File: src/rtl/mem_port_arbiter.sv
// Arbitrates a fetch (IF) and an execute (EX) requester onto one memory port, with a wait timeout.
// Optional IF anti-starvation is enabled by defining MEM_ARB_ANTI_STARVE_EN.

module mem_port_arbiter #(
  parameter int unsigned STARVE_MAX = 4,
  parameter int unsigned WAIT_MAX   = 16
) (
  input  logic        clk,
  input  logic        rst_n,
  input  logic        if_req,
  input  logic [31:0] if_addr,
  output logic [31:0] if_rdata,
  output logic        if_ack,
  input  logic        ex_req,
  input  logic        ex_we,
  input  logic [31:0] ex_addr,
  input  logic [31:0] ex_wdata,
  output logic [31:0] ex_rdata,
  output logic        ex_ack,
  output logic        stall,
  output logic        mem_req,
  output logic        mem_we,
  output logic [31:0] mem_addr,
  output logic [31:0] mem_wdata,
  input  logic [31:0] mem_rdata,
  input  logic        mem_ready,
  output logic        err
);

  localparam int unsigned WaitW = (WAIT_MAX > 1) ? $clog2(WAIT_MAX) : 1;

  typedef enum logic [1:0] {StIdle, StGntIf, StGntEx} state_e;

  state_e           state_q, state_d;
  logic [31:0]      addr_q, addr_d;
  logic [31:0]      wdata_q, wdata_d;
  logic             we_q, we_d;
  logic [31:0]      if_rdata_q, if_rdata_d;
  logic [31:0]      ex_rdata_q, ex_rdata_d;
  logic             if_ack_q, if_ack_d;
  logic             ex_ack_q, ex_ack_d;
  logic             err_q, err_d;
  logic [WaitW-1:0] wait_q, wait_d;
  logic             grant_if, grant_ex;

`ifdef MEM_ARB_ANTI_STARVE_EN
  localparam int unsigned StarveW = $clog2(STARVE_MAX + 1);
  logic [StarveW-1:0] starve_q, starve_d;
`endif

  always_comb begin
    state_d    = state_q;
    addr_d     = addr_q;
    wdata_d    = wdata_q;
    we_d       = we_q;
    if_rdata_d = if_rdata_q;
    ex_rdata_d = ex_rdata_q;
    if_ack_d   = 1'b0;
    ex_ack_d   = 1'b0;
    err_d      = err_q;
    wait_d     = wait_q;
    grant_if   = 1'b0;
    grant_ex   = 1'b0;
`ifdef MEM_ARB_ANTI_STARVE_EN
    starve_d   = starve_q;
`endif

    unique case (state_q)
      StIdle: begin
        // The ack cycle is a turnaround: nothing is granted, so a held req is not re-served
        // and arbitration restarts from a clean IDLE on the following cycle.
        if (!if_ack_q && !ex_ack_q) begin
`ifdef MEM_ARB_ANTI_STARVE_EN
          grant_ex = ex_req && !(if_req && (starve_q == StarveW'(STARVE_MAX)));
`else
          grant_ex = ex_req;
`endif
          grant_if = if_req && !grant_ex;
        end
        if (grant_ex) begin
          state_d = StGntEx;
          addr_d  = ex_addr;
          wdata_d = ex_wdata;
          we_d    = ex_we;
          wait_d  = '0;
`ifdef MEM_ARB_ANTI_STARVE_EN
          if (if_req) starve_d = starve_q + 1'b1;
`endif
        end else if (grant_if) begin
          state_d = StGntIf;
          addr_d  = if_addr;
          wdata_d = '0;
          we_d    = 1'b0;
          wait_d  = '0;
`ifdef MEM_ARB_ANTI_STARVE_EN
          starve_d = '0;
`endif
        end
      end

      StGntIf, StGntEx: begin
        if (mem_ready || (wait_q == WaitW'(WAIT_MAX - 1))) begin
          // Timeout completes the access with zero data and latches the error.
          state_d = StIdle;
          wait_d  = '0;
          if (!mem_ready) err_d = 1'b1;
          if (state_q == StGntEx) begin
            ex_ack_d   = 1'b1;
            ex_rdata_d = mem_ready ? mem_rdata : 32'h0;
          end else begin
            if_ack_d   = 1'b1;
            if_rdata_d = mem_ready ? mem_rdata : 32'h0;
          end
        end else begin
          wait_d = wait_q + 1'b1;
        end
      end

      default: state_d = StIdle;
    endcase
  end

  always_ff @(posedge clk or negedge rst_n) begin
    if (!rst_n) begin
      state_q    <= StIdle;
      addr_q     <= '0;
      wdata_q    <= '0;
      we_q       <= 1'b0;
      if_rdata_q <= '0;
      ex_rdata_q <= '0;
      if_ack_q   <= 1'b0;
      ex_ack_q   <= 1'b0;
      err_q      <= 1'b0;
      wait_q     <= '0;
`ifdef MEM_ARB_ANTI_STARVE_EN
      starve_q   <= '0;
`endif
    end else begin
      state_q    <= state_d;
      addr_q     <= addr_d;
      wdata_q    <= wdata_d;
      we_q       <= we_d;
      if_rdata_q <= if_rdata_d;
      ex_rdata_q <= ex_rdata_d;
      if_ack_q   <= if_ack_d;
      ex_ack_q   <= ex_ack_d;
      err_q      <= err_d;
      wait_q     <= wait_d;
`ifdef MEM_ARB_ANTI_STARVE_EN
      starve_q   <= starve_d;
`endif
    end
  end

  assign mem_req   = (state_q != StIdle);
  assign mem_we    = we_q & mem_req;
  assign mem_addr  = addr_q;
  assign mem_wdata = wdata_q;
  assign if_rdata  = if_rdata_q;
  assign ex_rdata  = ex_rdata_q;
  assign if_ack    = if_ack_q;
  assign ex_ack    = ex_ack_q;
  assign err       = err_q;
  assign stall     = (if_req & ~if_ack_q) | (ex_req & ~ex_ack_q);

endmodule
File: config.mk
export PLATFORM = sky130hd
export DESIGN_NAME = mem_port_arbiter
export DESIGN_NICKNAME = d
export VERILOG_FILES = /design/src/rtl/mem_port_arbiter.sv
export SDC_FILE = /design/constraint.sdc
export NUM_CORES = 1
export LEC_CHECK = 0
export ABC_AREA = 1
export BUFFER_PORTS_ARGS = -buffer_cell sky130_fd_sc_hd__buf_2
export CAP_MARGIN = 10
export CORE_MARGIN = 2
export CORE_UTILIZATION = 46
export CTS_CLUSTER_SIZE = 25
export DETAILED_ROUTE_END_ITERATION = 12
export GPL_TIMING_DRIVEN = 1
export HOLD_SLACK_MARGIN = 0.12
export PLACE_DENSITY = 0.9
export SYNTH_ARGS = -nofsm -noshare
export SYNTH_HDL_FRONTEND = slang
export SYNTH_SLANG_ARGS = --single-unit
File: constraint.sdc
create_clock -name clk -period 1.5 [get_ports clk]
set_input_delay 0.3 -clock clk [delete_from_list [all_inputs] [get_ports clk]]
set_output_delay 0.3 -clock clk [all_outputs]
set_load 0.03 [all_outputs]
==> summary.md <==
| Metric | Value |
|---|---|
| Die area | roughly 13000 um2 |
| R2R setup slack | -0.09 ns |
| Measured slew at the worst slew-check pin | about 0.39 ns |
| Final hold viol count | 0 |
| Initial antenna violation count | 0 |
| Post-Synth Adder-Cell Area | less than 1% |
| Multiplexer area fraction after synthesis | 0% |
| Gpl congestion | 0.811 |
| Pins over their slew limit | 0 |
| Status | complete, but fails checks |
| Failing checks | negative setup slack |
| EDFF count, synth | 0 |
| DRT iter0 DRCs | 702 |
| Antenna Nets Post-Route | 0 |
| Unrepaired setup endpoints after global routing | yes |
| Die span in x | 114 um |
| CTS root buf | clkbuf_16 |
| Worst Hold Path Cells | 3 |
| Post-Syn Area | approximately 5600 um2 |
| TritonCTS buffer count | 17 |
| Static leakage | slightly below 5 nW |
| R2r startpoint | state_q[0] |
| # DRC | 0 |
| Seq/Total Area, Yosys | about three fifths |
| Final Non-Filler Cells | approximately 1.1k |
| Core area | between 10000 and 15000 um2 |
| Most common cell on crit path | nand3_1 |
| Most common cell in the netlist | nand2_1 |
| Syn-to-layout area delta | 63.1% |
| Post-synthesis compound-gate area fraction | between 10% and 20% |
| GR peak layer | met2 |
| Crit path cell chain | inv_2 > ha_4 > buf_4 > nand3_4 > inv_6 > clkbuf_16 > nand3_1 > nand3_1 |
| Met3 usage | between 6 and 7% |
| Vias | roughly 5.9k |
| Final instance area | 9130 um2 |
| Flops & latches, synth | between 100 and 150 |
| Hold crit path type | primary input to flop |
| H-tree depth | 4 |
| Wire length per cell | 19.2 um |
| TritonRoute pass-1 iters | 5 |
| First-pass GRT wire length | between 20000 and 30000 um |
| Std cell rows | 40 |
| Yosys top cell area share | 61.7% |
| Startpoint Class | flop |
| Worst Skew | about 0.009 ns |
| Slew margin rel. | 73.8% |
| Top cells by area, synth | dfrtp_1 (62%), nand2_1 (12%), nand3_1 (6.4%) |
| Worst vdd ir | ~0.0012 V |
| Critical path's slowest cell | dfrtp_1 |
| Max-capacitance violation count | 0 |
| Hold WS | 0.133 ns |
| Mapped Avg Cell Area | approximately 10 um2 |
| Total Power | approximately 0.022 W |
| CP Class | flop to flop |
| Top Family by Delay on Critical Path | buffers and inverters |
| GRT Overall Usage | between 20% and 30% |
| Placed cell count | approximately 960 |
| Cells after synthesis | roughly 560 |
| Fmax | between 600 and 700 MHz |
| Post-DP HPWL | between 10000 and 15000 um |
| Vias/cell | ~5.4 |
| Final WL | approximately 21000 um |
| Simple-Gate Fraction of Synth Area | approximately 20% |
| GR met2 Demand/Resource | a little under half |
| Endpoints failing setup | 66 |
| Placed cell areas | 7170 um2 |
| Gr ovfl total | 0 |
| Largest area contributor in the netlist | dfrtp_1 |
| Cell variety after synth | 22 |
| Hold_sp | ex_addr[18] |
| Setup WS post-layout | -0.0851 ns |
| Port-buffer cells | 267 |
| Nets | roughly 1.1k |
| Top post-synthesis cells by count | nand2_1 (183), dfrtp_1 (138), nand3_1 (72), a22o_1 (32), o21ai_0 (32) |
| Hold Path Sink | mem_addr[18] |
| Layout cell share with drive strength beyond 1 | between 40% and 50% |
| Clock Latency Late Sink | 0.41 ns |
| Syn_nets | between 600 and 700 |
| Vias in the first global route | a little under 6k |
| Reg2reg path depth | 8 |
| Ys flop type | dfrtp_1 |
| Worst Path Arrival | 1.93 ns |
| Clk sinks | roughly 140 |
| Ys Warns | 0 |
| Ports | 268 |
| Minimum clock period | roughly 1.6 ns |
| Pin count of the biggest net entering global routing | between 40 and 50 |
| Crit path buf inv count | 4 |
| PwrDens | roughly 2400 nW/um2 |
| Initial Util | between 40% and 50% |
| Ys async rst share | between 90% and 100% |
| Met1 Use GR | 33.2% |
| Crit Path Max Fanout | 8 |
| CP Data Required Time | ~1.9 ns |
| Largest stage delay, worst path | between 0.3 and 0.4 ns |
| Crit path depth | 8 |
| XOR/XNOR share of the synthesized area | less than 1% |
| Setup TNS | -2.29 ns |
| Largest family of logic cells by synthesized area | simple AND/OR/NAND/NOR gates |
| Worst-case clock buffer depth | 2 |
| R2R Path End | mem_addr[21] |
| Final period util | 106% |
| Crit. End Element | flop |
| TritonCTS clock tree | built |
| Die H | ~110 um |
| CTS clock-pin slew for the worst setup and hold paths | about 0.06 ns |
## tightest hold or removal path, cell delays in order
cell and delay (ns):
buf_2 0.08, nand2_1 0.05, nand3_1 0.08
## final cells by class
type,instances,area [um2]
Tap cell,147,184
Timing Repair Buffer,382,2730
Sequential cell,138,3450
Inverter,14,65.1
Clock buffer,21,470
Clock inverter,11,191
Multi-Input combinational cell,370,2030
Fill cell,710,2830
Antenna cell,1,2.50
## where the power goes
group          internal (W)  switching [W]
Clock               0.00308        0.00160
Combinational       0.00387        0.00723
Sequential          0.00531       0.000935
## routing by layer
layer  routed length (um)  vias up
met2                10500      359
met5                    0        -
met4                 1190        0
met1                 7780     2809
li1                     -     2618
met3                 1300      109
## sequential cells by signal, summed over array words and instances, names as in the netlist
| signal | flops |
|---|---|
| if_ack | 1 |
| mem_wdata | 32 |
| mem_addr | 32 |
| ex_rdata | 32 |
| err | 1 |
| wait_q | 4 |
| if_rdata | 32 |
| ex_ack | 1 |
| state_q | 2 |
| we_q | 1 |
## logic make-up (layout without fill, tap and decap cells)
kind of cell / Yosys count / count (layout)
other: 0 / 1
buffers and inverters: 51 / 428
XOR/XNOR: 1 / 1
adder cells (fa/ha/maj): 3 / 3
AND/OR/NAND/NOR: 266 / 267
flip-flops: 138 / 138
AO/OA/AOI/OAI: 99 / 99
## worst max path at each step
stage | from | to | slack, ns
after global routing | state_q[0] | mem_addr[21] | -0.17
after floorplan | if_ack | mem_addr[25] | 0.09
after CTS | state_q[0] | mem_we | -0.03
after detailed placement | state_q[0] | mem_we | 0.09
final | state_q[0] | mem_addr[21] | -0.09
after global placement | state_q[0] | mem_we | 0.11
## placed cells by master (no fill, tap or decap)
cell	n
nor2_4	2
o21ai_2	24
clkinvlp_4	3
nand3_1	61
o21ai_0	32
buf_6	6
buf_8	1
buf_2	264
dfrtp_1	138
clkbuf_16	27
nand2_4	2
nand3_4	3
clkinv_2	2
inv_2	4
nand4_1	3
xor2_1	1
clkbuf_1	1
nand2_2	7
inv_6	1
clkbuf_8	3
nand3_2	12
o22ai_1	1
o21bai_1	1
ha_2	1
dlygate4sd3_1	76
o21ai_1	9
buf_4	15
bufinv_16	5
nand2_1	175
a22o_1	32
clkinv_4	2
nor2_1	2
buf_12	10
inv_4	1
inv_1	7
ha_4	2
diode_2	1
## timing repair
item                                    CTS  global route
buffers inserted                          4             3
pin swaps                                 3             5
endpoints found under the setup margin    3           126
gates resized for setup                  12            40
hold buffers                             76             0
gates cloned                              0            14
hold endpoints to repair                 91             0
## per-stage QoR
stage	util [%]	worst slack (ns)
finish	76.3	-0.0851
global route	76.3	-0.167
floorplan	-	0.0923
detailed placement	60.0	0.0916
CTS	72.3	-0.0297
global placement	60.0	0.109
(Power assumes the default switching activity.)
